==> src/rtl/ac2_seq.sv <==
// ac2_seq: bit-serial dot-product sequencer feeding the AC2 shift-accumulate register.
// Weights are consumed LSB first; the MSB partial sum is subtracted (two's complement weight).
module ac2_seq #(
    parameter int M  = 16,
    parameter int Pa = 8,
    parameter int Pw = 4,
    localparam int L  = $clog2(M) + Pa + 1,
    localparam int KW = $clog2(Pw)
) (
    input  logic            clk,
    input  logic            rst,
    input  logic            in_valid,
    output logic            in_ready,
    input  logic [M*Pa-1:0] act,
    input  logic [M*Pw-1:0] wgt,
    input  logic            clr,
    input  logic [L-1:0]    acc_fb,
    output logic [L-1:0]    inr_ac2,
    output logic            valid,
    output logic            w_en,
    output logic            s_en,
    output logic            cl_en,
    output logic            done
);
    typedef enum logic [1:0] {IDLE, SHIFT, DONE} state_t;

    state_t          state, state_nx;
    logic [KW-1:0]   k;
    logic [M*Pa-1:0] ops;
    logic [M*Pw-1:0] wsr;
    logic [L-1:0]    psum, acc;
    logic            accept, last;

    assign in_ready = state != SHIFT;
    assign accept   = in_valid & in_ready;
    assign last     = k == KW'(Pw - 1);
    assign valid    = state == SHIFT;
    assign w_en     = valid;
    assign s_en     = valid;
    assign done     = state == DONE;

    always_comb begin
        state_nx = accept ? SHIFT : (state == SHIFT ? (last ? DONE : SHIFT) : IDLE);
    end

    // Whole-vector shift is safe: bits leaking between lanes never reach a lane's LSB in time.
    always_ff @(posedge clk) begin
        if (rst) begin
            state <= IDLE;
            k     <= '0;
            ops   <= '0;
            wsr   <= '0;
            cl_en <= 1'b0;
        end else begin
            state <= state_nx;
            cl_en <= (state == IDLE) & clr & ~accept;
            if (accept) begin
                ops <= act;
                wsr <= wgt;
                k   <= '0;
            end else if (state == SHIFT) begin
                wsr <= wsr >> 1;
                k   <= k + 1'b1;
            end
        end
    end

    always_comb begin
        psum = '0;
        for (int i = 0; i < M; i++)
            if (wsr[i*Pw]) psum = psum + L'($signed(ops[i*Pa +: Pa]));
        acc     = (k == '0) ? '0 : acc_fb;
        inr_ac2 = (state != SHIFT) ? '0 : (last ? acc - psum : acc + psum);
    end
endmodule
==> config.mk <==
export PLATFORM = sky130hd
export DESIGN_NAME = ac2_seq
export DESIGN_NICKNAME = d
export VERILOG_FILES = /design/src/rtl/ac2_seq.sv
export SDC_FILE = /design/constraint.sdc
export NUM_CORES = 1
export LEC_CHECK = 0
export ABC_AREA = 1
export BUFFER_PORTS_ARGS = -buffer_cell sky130_fd_sc_hd__buf_2
export CAP_MARGIN = 20
export CORE_MARGIN = 2
export CORE_UTILIZATION = 28
export CTS_CLUSTER_SIZE = 20
export DETAILED_ROUTE_END_ITERATION = 10
export HOLD_SLACK_MARGIN = 0.1
export PLACE_DENSITY_LB_ADDON = 0.08
export REMOVE_ABC_BUFFERS = 1
export SLEW_MARGIN = 5
export SYNTH_ARGS = -nofsm -noshare
export SYNTH_HDL_FRONTEND = slang
export SYNTH_SLANG_ARGS = --single-unit
==> constraint.sdc <==
create_clock -name clk -period 45.4 [get_ports clk]
set_input_delay 2.27 -clock clk [delete_from_list [all_inputs] [get_ports clk]]
set_output_delay 2.27 -clock clk [all_outputs]
set_load 0.005 [all_outputs]
## After elaboration in Yosys (flattened, before gate mapping)

Index checks and enable logic that the tools add are counted.

| operators by class | value |
|---|---|
| div/mod/pow operators | 0 |
| shifts and indexed selects | 0 |
| $lt $le $gt $ge | 0 |
| mux-type cells | 24 |
| eq/ne operators | 4 |
| reductions and logical operators | 5 |
| bitwise gates (word level) | 5 |
| multipliers | 0 |
| $add $sub $neg | 18 |

Operators with widths:

| kind | count |
|---|---|
| $mux 13 | 19 |
| $add 13x13->13 | 16 |
| $mux 64 | 2 |
| $sub 13x13->13 | 1 |
| $eq 2x2->1 const B | 2 |
| $logic_not 2->1 | 2 |
| $and 1x1->1 | 3 |
| $reduce_or 3->1 | 1 |
| $add 2x1->2 const B | 1 |
| $eq 2x1->1 const B | 1 |
| $mux 1 | 2 |
| $mux 2 | 1 |
| $ne 2x1->1 const B | 1 |
| $not 1->1 | 2 |
| $reduce_bool 2->1 | 1 |
| $reduce_or 2->1 | 1 |

| storage, ports and cells | value |
|---|---|
| output and inout bits | 19 |
| memory bits (read-only) | 0 |
| memories kept | 0 |
| flip-flop bits (word level) | 197 |
| bits in latches | 0 |
| input port bits | 209 |
| RAM bits | 0 |

## Longest topological paths before layout

Gate-level depths: netlist of the first run.

| depth | value |
|---|---|
| depth after elaboration | 34 |
| mapped depth | 138 |
| mapped depth without buffers | 137 |

## Worst setup path after synthesis of the first run

Ideal clock, no wire load.

| timing | value |
|---|---|
| path type | reg-to-output |
| start | register wsr[0] |
| end | output inr_ac2[12] |
| path slack | 28.293 ns |
| data required time | 43.130 ns |
| cell stages (with the launch flop) | 116 |
| data arrival time | 14.837 ns |
| cells stage by stage | dfxtp_1 > buf_6 > nand2_1 > inv_1 > ha_1 > nand4_1 > nand2_1 > inv_2 > nand3_1 > nand3_2 > nand2_1 > inv_1 > ha_1 > nand2_1 > nand3_1 > xor2_1 > or2_2 > nand2_1 > (+80 left out) > nand2_1 > nand2_1 > nand3_1 > nand2_1 > inv_1 > ha_1 > a21oi_1 > xor2_1 > xnor2_1 > xor2_1 > inv_1 > nand2_1 > nand2_1 > nand2_1 > nand2_1 > nand2_1 > nand2_1 > nor2_1 |

| on the way | value |
|---|---|
| cells in the longest elaborated chain, start to end | 34 |
| elaborated cells between the ends (all ways) | 35 |

RTL lines:

| what | RTL line | source |
|---|---|---|
| start: declaration | 30 | `logic [M*Pw-1:0] wsr;` |
| start signal: assignment | 59 | `wsr <= wgt;` |
| start signal: assignment | 62 | `wsr <= wsr >> 1;` |
| $mux 13 * | 71 | `if (wsr[i*Pw]) psum = psum + L'($signed(ops[i*Pa +: Pa]));` |
| $add 13x13->13 | 71 |  |
| $mux 13 * | 71 |  |
| $add 13x13->13 | 71 |  |
| $mux 13 * | 71 |  |
| $add 13x13->13 | 71 |  |
| $mux 13 * | 71 |  |
| $add 13x13->13 | 71 |  |
| (+17 left out) | -- |  |
| $add 13x13->13 | 71 |  |
| $mux 13 * | 71 |  |
| $add 13x13->13 | 71 |  |
| $mux 13 * | 71 |  |
| $add 13x13->13 | 71 |  |
| $mux 13 * | 71 |  |
| $add 13x13->13 / $sub 13x13->13 (equally long branches) | 73 | `inr_ac2 = (state != SHIFT) ? '0 : (last ? acc - psum : acc + psum);` |
| $mux 13 * (2 in a row) | 73 |  |
| end: declaration | 18 | `output logic [L-1:0] inr_ac2,` |

Mark *: on every way between the ends. The rest lies on a longest branch, timed or not.

## Worst setup path in the final report of the first run

Ends and elaborated chain as after synthesis.

==> run metrics, run 1 <==
share of power burned in the clock network=21.8%; CTS buffer count=17; via count of the first global-routing pass=18.9k; hold bufs inserted after CTS=0; fraction of synthesis flops using an asynchronous set or reset pin=0%; Critical Setup Path Class=flop to primary output; Slowest cell on crit path=dfxtp_1; switching power of the nets=326 µW; launching instance or port of the critical path=wsr[0]; startpoint of the most critical hold path=state[1]; library cells used by synthesis=52; Combinational Power Share=51.2%; flip-flop and latch count after synthesis=197; power density relative to cell area=33.7 nW/µm²; Core Footprint=68300 µm²; critical path launch point type=flop; post-layout total power=731 µW; IO Port Bufs=227; TritonCTS clock tree=built; Setup WS post-layout=25.59 ns; worst hold-check slack=0.430 ns; Maximum Capacitance Violations=0; site row count=96; cell count after synthesis=3039; vias=19.0k; Critical Path Fanout Max=11; maximum vdd drop=0.0000223 V; insertion delay of the later-clocked pin in the worst-skew pair=0.50 ns; post-place setup slack=26.11 ns; CTS sink count=197; share of cells above drive strength 1=13.9%; synthesized-area fraction occupied by ao, oa, aoi and oai cells=16.5%; initial antenna violation count=3; count of flip-flops with a built-in enable after synthesis=0; leading cell types by total area after synthesis=dfxtp_1, nand2_1, ha_1, inv_1, nor2_1; DR vias/cell=4.65; worst flop-to-flop path startpoint=state[1]; area share of and/or/nand/nor cells after synthesis=33.5%; multiplexer area fraction after synthesis=0%; crit end category=primary output; most instantiated library cell after synthesis=nand2_1; First DRT Iteration DRCs=834; clock slew at reported path FFs=0.08 ns; number of detailed-route iterations in the first pass=5; worst path required time=43.13 ns; total of endpoints with negative setup slack in the final report=0; Worst-Margin Slew=0.922 ns; switch share=44.6%; area of placed instances=21100 µm²; Lkg Pwr=11.9 nW; final wirelength=60800 µm; Initial Util=28.2%; post-layout minimum cycle time=19.81 ns; die height=266 µm; average cell area after synthesis=6.34 µm²; overall track demand over capacity in global routing=17.4%; number of nets in the finished design=3606; setup clock skew after layout=0.0150 ns; H-Tree Level Count=4; Post-Synth XOR/XNOR Area=3.45%; number of buffers inserted to repair setup after CTS=0; Die Outline Area=70900 µm²; relative slew slack=38.4%; P_int=405 µW; post-synth design cell area=19300 µm²; portion of the post-synthesis area used by sequential elements=20.5%; number of max-slew violations in the final report=0; GPL Wtd Cong=0.889; largest net degree at the start of global routing=115; largest family of logic cells by synthesized area=simple AND/OR/NAND/NOR gates; area share of the leading cell type in the synthesized netlist=20.5%; run status=finished clean; flip-flop cell with the highest count after synthesis=dfxtp_1; I/O pin count=228; Reg power frac=27.0%; Synth Area in Adders=14.2%; global-route wire length before repair=98300 µm; final routed DRC violation total=0; cell occurring most often along the worst timing path=nand2_1; unrepaired setup endpoints after global routing=false; CTS Root Buffer Type=clkbuf_16; post-route cell area=21700 µm²; synthesis-to-finish area growth=12.6%; clk buf depth=2; GRT overflow=0; longest individual stage delay on the worst path=0.60 ns; timing-limited maximum frequency=0.0505 GHz; setup TNS=0 ns; half-perimeter wire length after placement=48400 µm; Worst Hold Class=flop to flop; cell accounting for the most synthesized area=dfxtp_1; Final Hold Fails=0; Horiz. Die Dim=266 µm; endpoint arrival time on the critical path=17.54 ns; list of most frequent post-synthesis cells=nand2_1, inv_1, nor2_1; total of warnings raised by yosys=0; final worst path period share=43.6%; Resized cells post-CTS=0; Routed WL per cell=14.9 µm; remaining antenna violation count=0
-- power by group through the flow --
stage	Combinational, mW	Clock (mW)	Sequential [mW]
floorplan	0.285	0	0.196
global placement	0.375	0	0.202
detailed placement	0.377	0	0.202
CTS	0.380	0.169	0.198
global route	0.437	0.172	0.200
finish	0.375	0.159	0.197
-- worst max-delay path: cells and delay by family, from the launching register on --
family,cells,cell delay [ns]
AND/OR/NAND/NOR,69,7.07
adder cells (fa/ha/maj),17,4.92
AO/OA/AOI/OAI,11,1.80
buffers and inverters,24,1.64
XOR/XNOR,6,1.02
flip-flops,1,0.60
-- cells in the final DEF, fill, tap and decap left out, types with 15 or more instances in the layout --
| master | n |
|---|---|
| a21oi_1 | 176 |
| and2_1 | 31 |
| buf_2 | 227 |
| clkbuf_16 | 17 |
| dfxtp_1 | 197 |
| fa_1 | 15 |
| ha_1 | 194 |
| inv_1 | 455 |
| nand2_1 | 651 |
| nand2_2 | 26 |
| nand3_1 | 175 |
| nand3_2 | 87 |
| nor2_1 | 371 |
| nor3_1 | 18 |
| o21ai_0 | 233 |
| o21bai_1 | 26 |
| o221ai_1 | 58 |
| or2_2 | 29 |
| xnor2_1 | 24 |
| xor2_1 | 52 |
-- routing by layer --
| layer | wire length [µm] | part of all wire [%] | up-vias | global-route usage (%) |
|---|---|---|---|---|
| met3 | 1530 | 2.5 | 49 | 2.50 |
| met5 | 0 | 0 | - | 0 |
| met4 | 1360 | 2.2 | 0 | 5.47 |
| met2 | 29200 | 48 | 199 | 30.6 |
| li1 | - | - | 10100 | - |
| met1 | 28700 | 47 | 8621 | 21.8 |
-- stage by stage --
| stage | util (%) | instances |
|---|---|---|
| 6_report | 31.7 | 4085 |
| 3_3_place_gp | 30.9 | 4051 |
| 3_5_place_dp | 30.9 | 4051 |
| 2_1_floorplan | - | 2930 |
| 5_1_grt | 31.7 | 4085 |
| 4_1_cts | 31.7 | 4083 |
-- final timing paths --
path / end / cells after the start / slack [ns]
hold reg to reg: cl_en / 1 / 0.43
hold / removal: cl_en / 1 / 0.43
setup / recovery: inr_ac2[12] / 127 / 25.59
setup reg to reg: wsr[32] / 10 / 42.47
-- cell type report --
type | instances | area, µm²
clock inverter | 11 | 116
tap | 882 | 1100
inverter | 475 | 1810
multi-input combinational | 2258 | 13000
fill | 7567 | 46700
timing repair buffer | 239 | 1230
sequential | 197 | 3940
antenna | 2 | 5.00
clock buffer | 21 | 460
-- sequential cells by signal, summed over array words and instances, names as in the netlist --
| register | flops |
|---|---|
| cl_en | 1 |
| ops | 128 |
| wsr | 64 |
| state | 2 |
| k | 2 |
-- kinds of logic (layout without fill, tap and decap cells) --
logic type      after synthesis  count (layout)
compound gates              553             553
xor+xnor                     76              76
fa+ha+maj                   209             209
buf+inv                     584             746
flops                       197             197
other cells                   0               2
simple gates               1420            1420
(Power assumes the default switching activity.)
==> inputs of run 2 (changes only) <==
--- a/config.mk
+++ b/config.mk
@@ -5,7 +5,7 @@
 export SDC_FILE = /design/constraint.sdc
 export NUM_CORES = 1
 export LEC_CHECK = 0
-export ABC_AREA = 1
+export ABC_AREA = 0
 export BUFFER_PORTS_ARGS = -buffer_cell sky130_fd_sc_hd__buf_2
 export CAP_MARGIN = 20
 export CORE_MARGIN = 2
==> constraint.sdc (replaced) <==
create_clock -name clk -period 17.7 [get_ports clk]
set_input_delay 0.885 -clock clk [delete_from_list [all_inputs] [get_ports clk]]
set_output_delay 0.885 -clock clk [all_outputs]
set_load 0.005 [all_outputs]
==> run 2 against run 1 <==
Against the previous run:
- the run now ends with negative setup slack left
- clock power grew to 2.8 times the previous value
- non-clock buffer count up 817
- sequential share of layout area down 5.5 points
- first-iteration DRC count grew 38%
- routed wire length is 36% higher
- sequential power rose to 2.6 times the previous value
- hold slack gained 0.030 ns
- clock-buffer cell count fell by 4
- largest cell class unchanged
- largest power group unchanged
==> run metrics, run 2 <==
kind of cell with the highest combined delay on the critical path=compound AO/OA/AOI/OAI gates; Maximum Capacitance Violations=0; flip-flop and latch count after synthesis=197; flip-flop cell with the highest count after synthesis=dfxtp_1; Worst-Margin Slew=1.13 ns; Critical Setup Path Class=flop to primary output; worst hold-check slack=0.459 ns; most instantiated library cell after synthesis=nand2_1; list of most frequent post-synthesis cells=nand2_1, a21oi_1, nor2_1; TritonCTS clock tree=built; maximum vdd drop=0.0000622 V; clk buf depth=2; number of nets in the finished design=4023; total of warnings raised by yosys=0; number of max-slew violations in the final report=0; placed cells=4350; share of cells above drive strength 1=42.0%; Worst Hold Class=flop to flop; initial antenna violation count=18; Reg power frac=15.9%; final routed DRC violation total=0; top library cells by usage in the layout, fill and taps aside=buf_4, nand2_1, nor2_1; vias=22.7k; switching power of the nets=1.31 mW; number of detailed-route iterations in the first pass=5; relative slew slack=24.8%; Initial Util=28.2%; I/O pin count=228; clock slew at reported path FFs=0.10 ns; setup clock skew after layout=0.0187 ns; worst path required time=16.82 ns; leading cell types by total area after synthesis=dfxtp_1, ha_1, nand2_1, a21oi_1, nor2_1; critical path launch point type=flop; post-layout minimum cycle time=18.62 ns; number of buffer and inverter stages on the critical path=12; fraction of synthesis flops using an asynchronous set or reset pin=0%; Final Hold Fails=0; area of placed instances=26400 µm²; unrepaired setup endpoints after global routing=true; site row count=97; cell count after synthesis=2671; final wirelength=82700 µm; IO Port Bufs=227; half-perimeter wire length after placement=63100 µm; total of endpoints with negative setup slack in the final report=5; switch share=41.3%; library cells used by synthesis=102; longest individual stage delay on the worst path=0.48 ns; CTS sink count=197; Combinational Power Share=70.3%; Setup WS post-layout=-0.919 ns; cell accounting for the most synthesized area=dfxtp_1; violations in the final reports=negative setup slack; endpoint arrival time on the critical path=17.73 ns; power density relative to cell area=102 nW/µm²; post-layout total power=3.18 mW; CTS buffer count=17; First DRT Iteration DRCs=1148; count of flip-flops with a built-in enable after synthesis=0; portion of the post-synthesis area used by sequential elements=20.0%; final worst path period share=105%; max reg flops=128; remaining antenna violation count=0; synthesis-to-finish area growth=57.9%; area share of the leading cell type in the synthesized netlist=20.0%; biggest registers after layout=ops (128), wsr (64); CTS Root Buffer Type=clkbuf_16; Die Outline Area=72500 µm²; setup TNS=-2.35 ns; Slowest cell on crit path=or4b_4; Core Footprint=69900 µm²; GPL Wtd Cong=0.905; Critical Path Fanout Max=6; die height=269 µm; via count of the first global-routing pass=22.5k; share of power burned in the clock network=13.8%; largest net degree at the start of global routing=102; register with the most flip-flops=ops; timing-limited maximum frequency=0.0537 GHz; post-route cell area=31100 µm²; post-synth design cell area=19700 µm²; insertion delay of the later-clocked pin in the worst-skew pair=0.52 ns; hold bufs inserted after CTS=0; Horiz. Die Dim=269 µm; global-route wire length before repair=127000 µm; overall track demand over capacity in global routing=22.0%; commonest non-fill, non-tap cell in the layout=buf_4; crit end category=primary output; DR vias/cell=4.97; GRT overflow=0; run status=finished with violations; Routed WL per cell=18.1 µm; P_int=1.86 mW; H-Tree Level Count=4; final instance count without filler cells=4564; Lkg Pwr=14.5 nW; average cell area after synthesis=7.38 µm²; cell occurring most often along the worst timing path=ha_4
-- run 2: cells by family after synthesis --
kind of cell / after synthesis / share of synthesized area, %
compound gates: 798 / 26.7
fa+ha+maj: 209 / 13.8
buf+inv: 266 / 5.22
simple gates: 947 / 21.6
mux: 122 / 6.46
xor+xnor: 132 / 6.14
flops: 197 / 20.0
-- run 2: what timing repair did --
| action | in CTS | in global routing |
|---|---|---|
| setup endpoints to repair | 10 | 9 |
| pin swaps | 141 | 168 |
| gates resized for setup | 277 | 229 |
| setup buffers | 130 | 50 |
| hold endpoints to repair | 0 | 0 |
-- run 2: worst reg2reg max path, delay by kind of cell, from the launching register on --
kind	cells	cell delay (ns)
compound gates	1	0.17
buf+inv	1	0.76
flops	1	0.36
simple gates	3	1.39
-- run 2: path summary, 6_finish.rpt --
kind                 start          end  slack [ns]  cells past startpoint
hold / removal    state[1]        cl_en        0.46                      1
hold reg to reg   state[1]        cl_en        0.46                      1
setup reg to reg  state[1]      ops[65]       14.95                      5
setup / recovery    wsr[0]  inr_ac2[12]       -0.92                     93
-- run 2: power by group through the flow --
stage | combinational, mW | clock, mW | sequential, mW
2_1_floorplan | 0.909 | 0 | 0.511
3_3_place_gp | 1.72 | 0 | 0.510
3_5_place_dp | 1.74 | 0 | 0.511
4_1_cts | 2.01 | 0.458 | 0.503
5_1_grt | 2.42 | 0.471 | 0.509
6_report | 2.23 | 0.440 | 0.505
-- run 2: area by class of cell --
type,instances,area (µm²)
Clock inverter,15,215
Clock buffer,17,425
Sequential cell,197,3950
Inverter,125,474
Antenna cell,6,15.0
Multi-Input combinational cell,2208,17400
Fill cell,7062,38800
Timing Repair Buffer,1056,7430
Tap cell,940,1180
-- run 2: per-stage QoR --
stage	util (%)	setup WS (ns)
after floorplan	-	-1.08
after global placement	37.8	-3.16
after detailed placement	37.8	-3.45
after CTS	42.2	-0.989
after global routing	44.5	-1.71
final	44.5	-0.919
-- run 2: layer usage --
layer | wire length [µm] | up-vias | part of all wire (%) | global-route usage [%]
li1 | - | 11400 | - | -
met1 | 40200 | 10800 | 49 | 30.3
met2 | 37700 | 369 | 46 | 36.1
met3 | 3350 | 85 | 4.1 | 3.85
met4 | 1280 | 24 | 1.5 | 4.34
met5 | 129 | - | 0.16 | 0
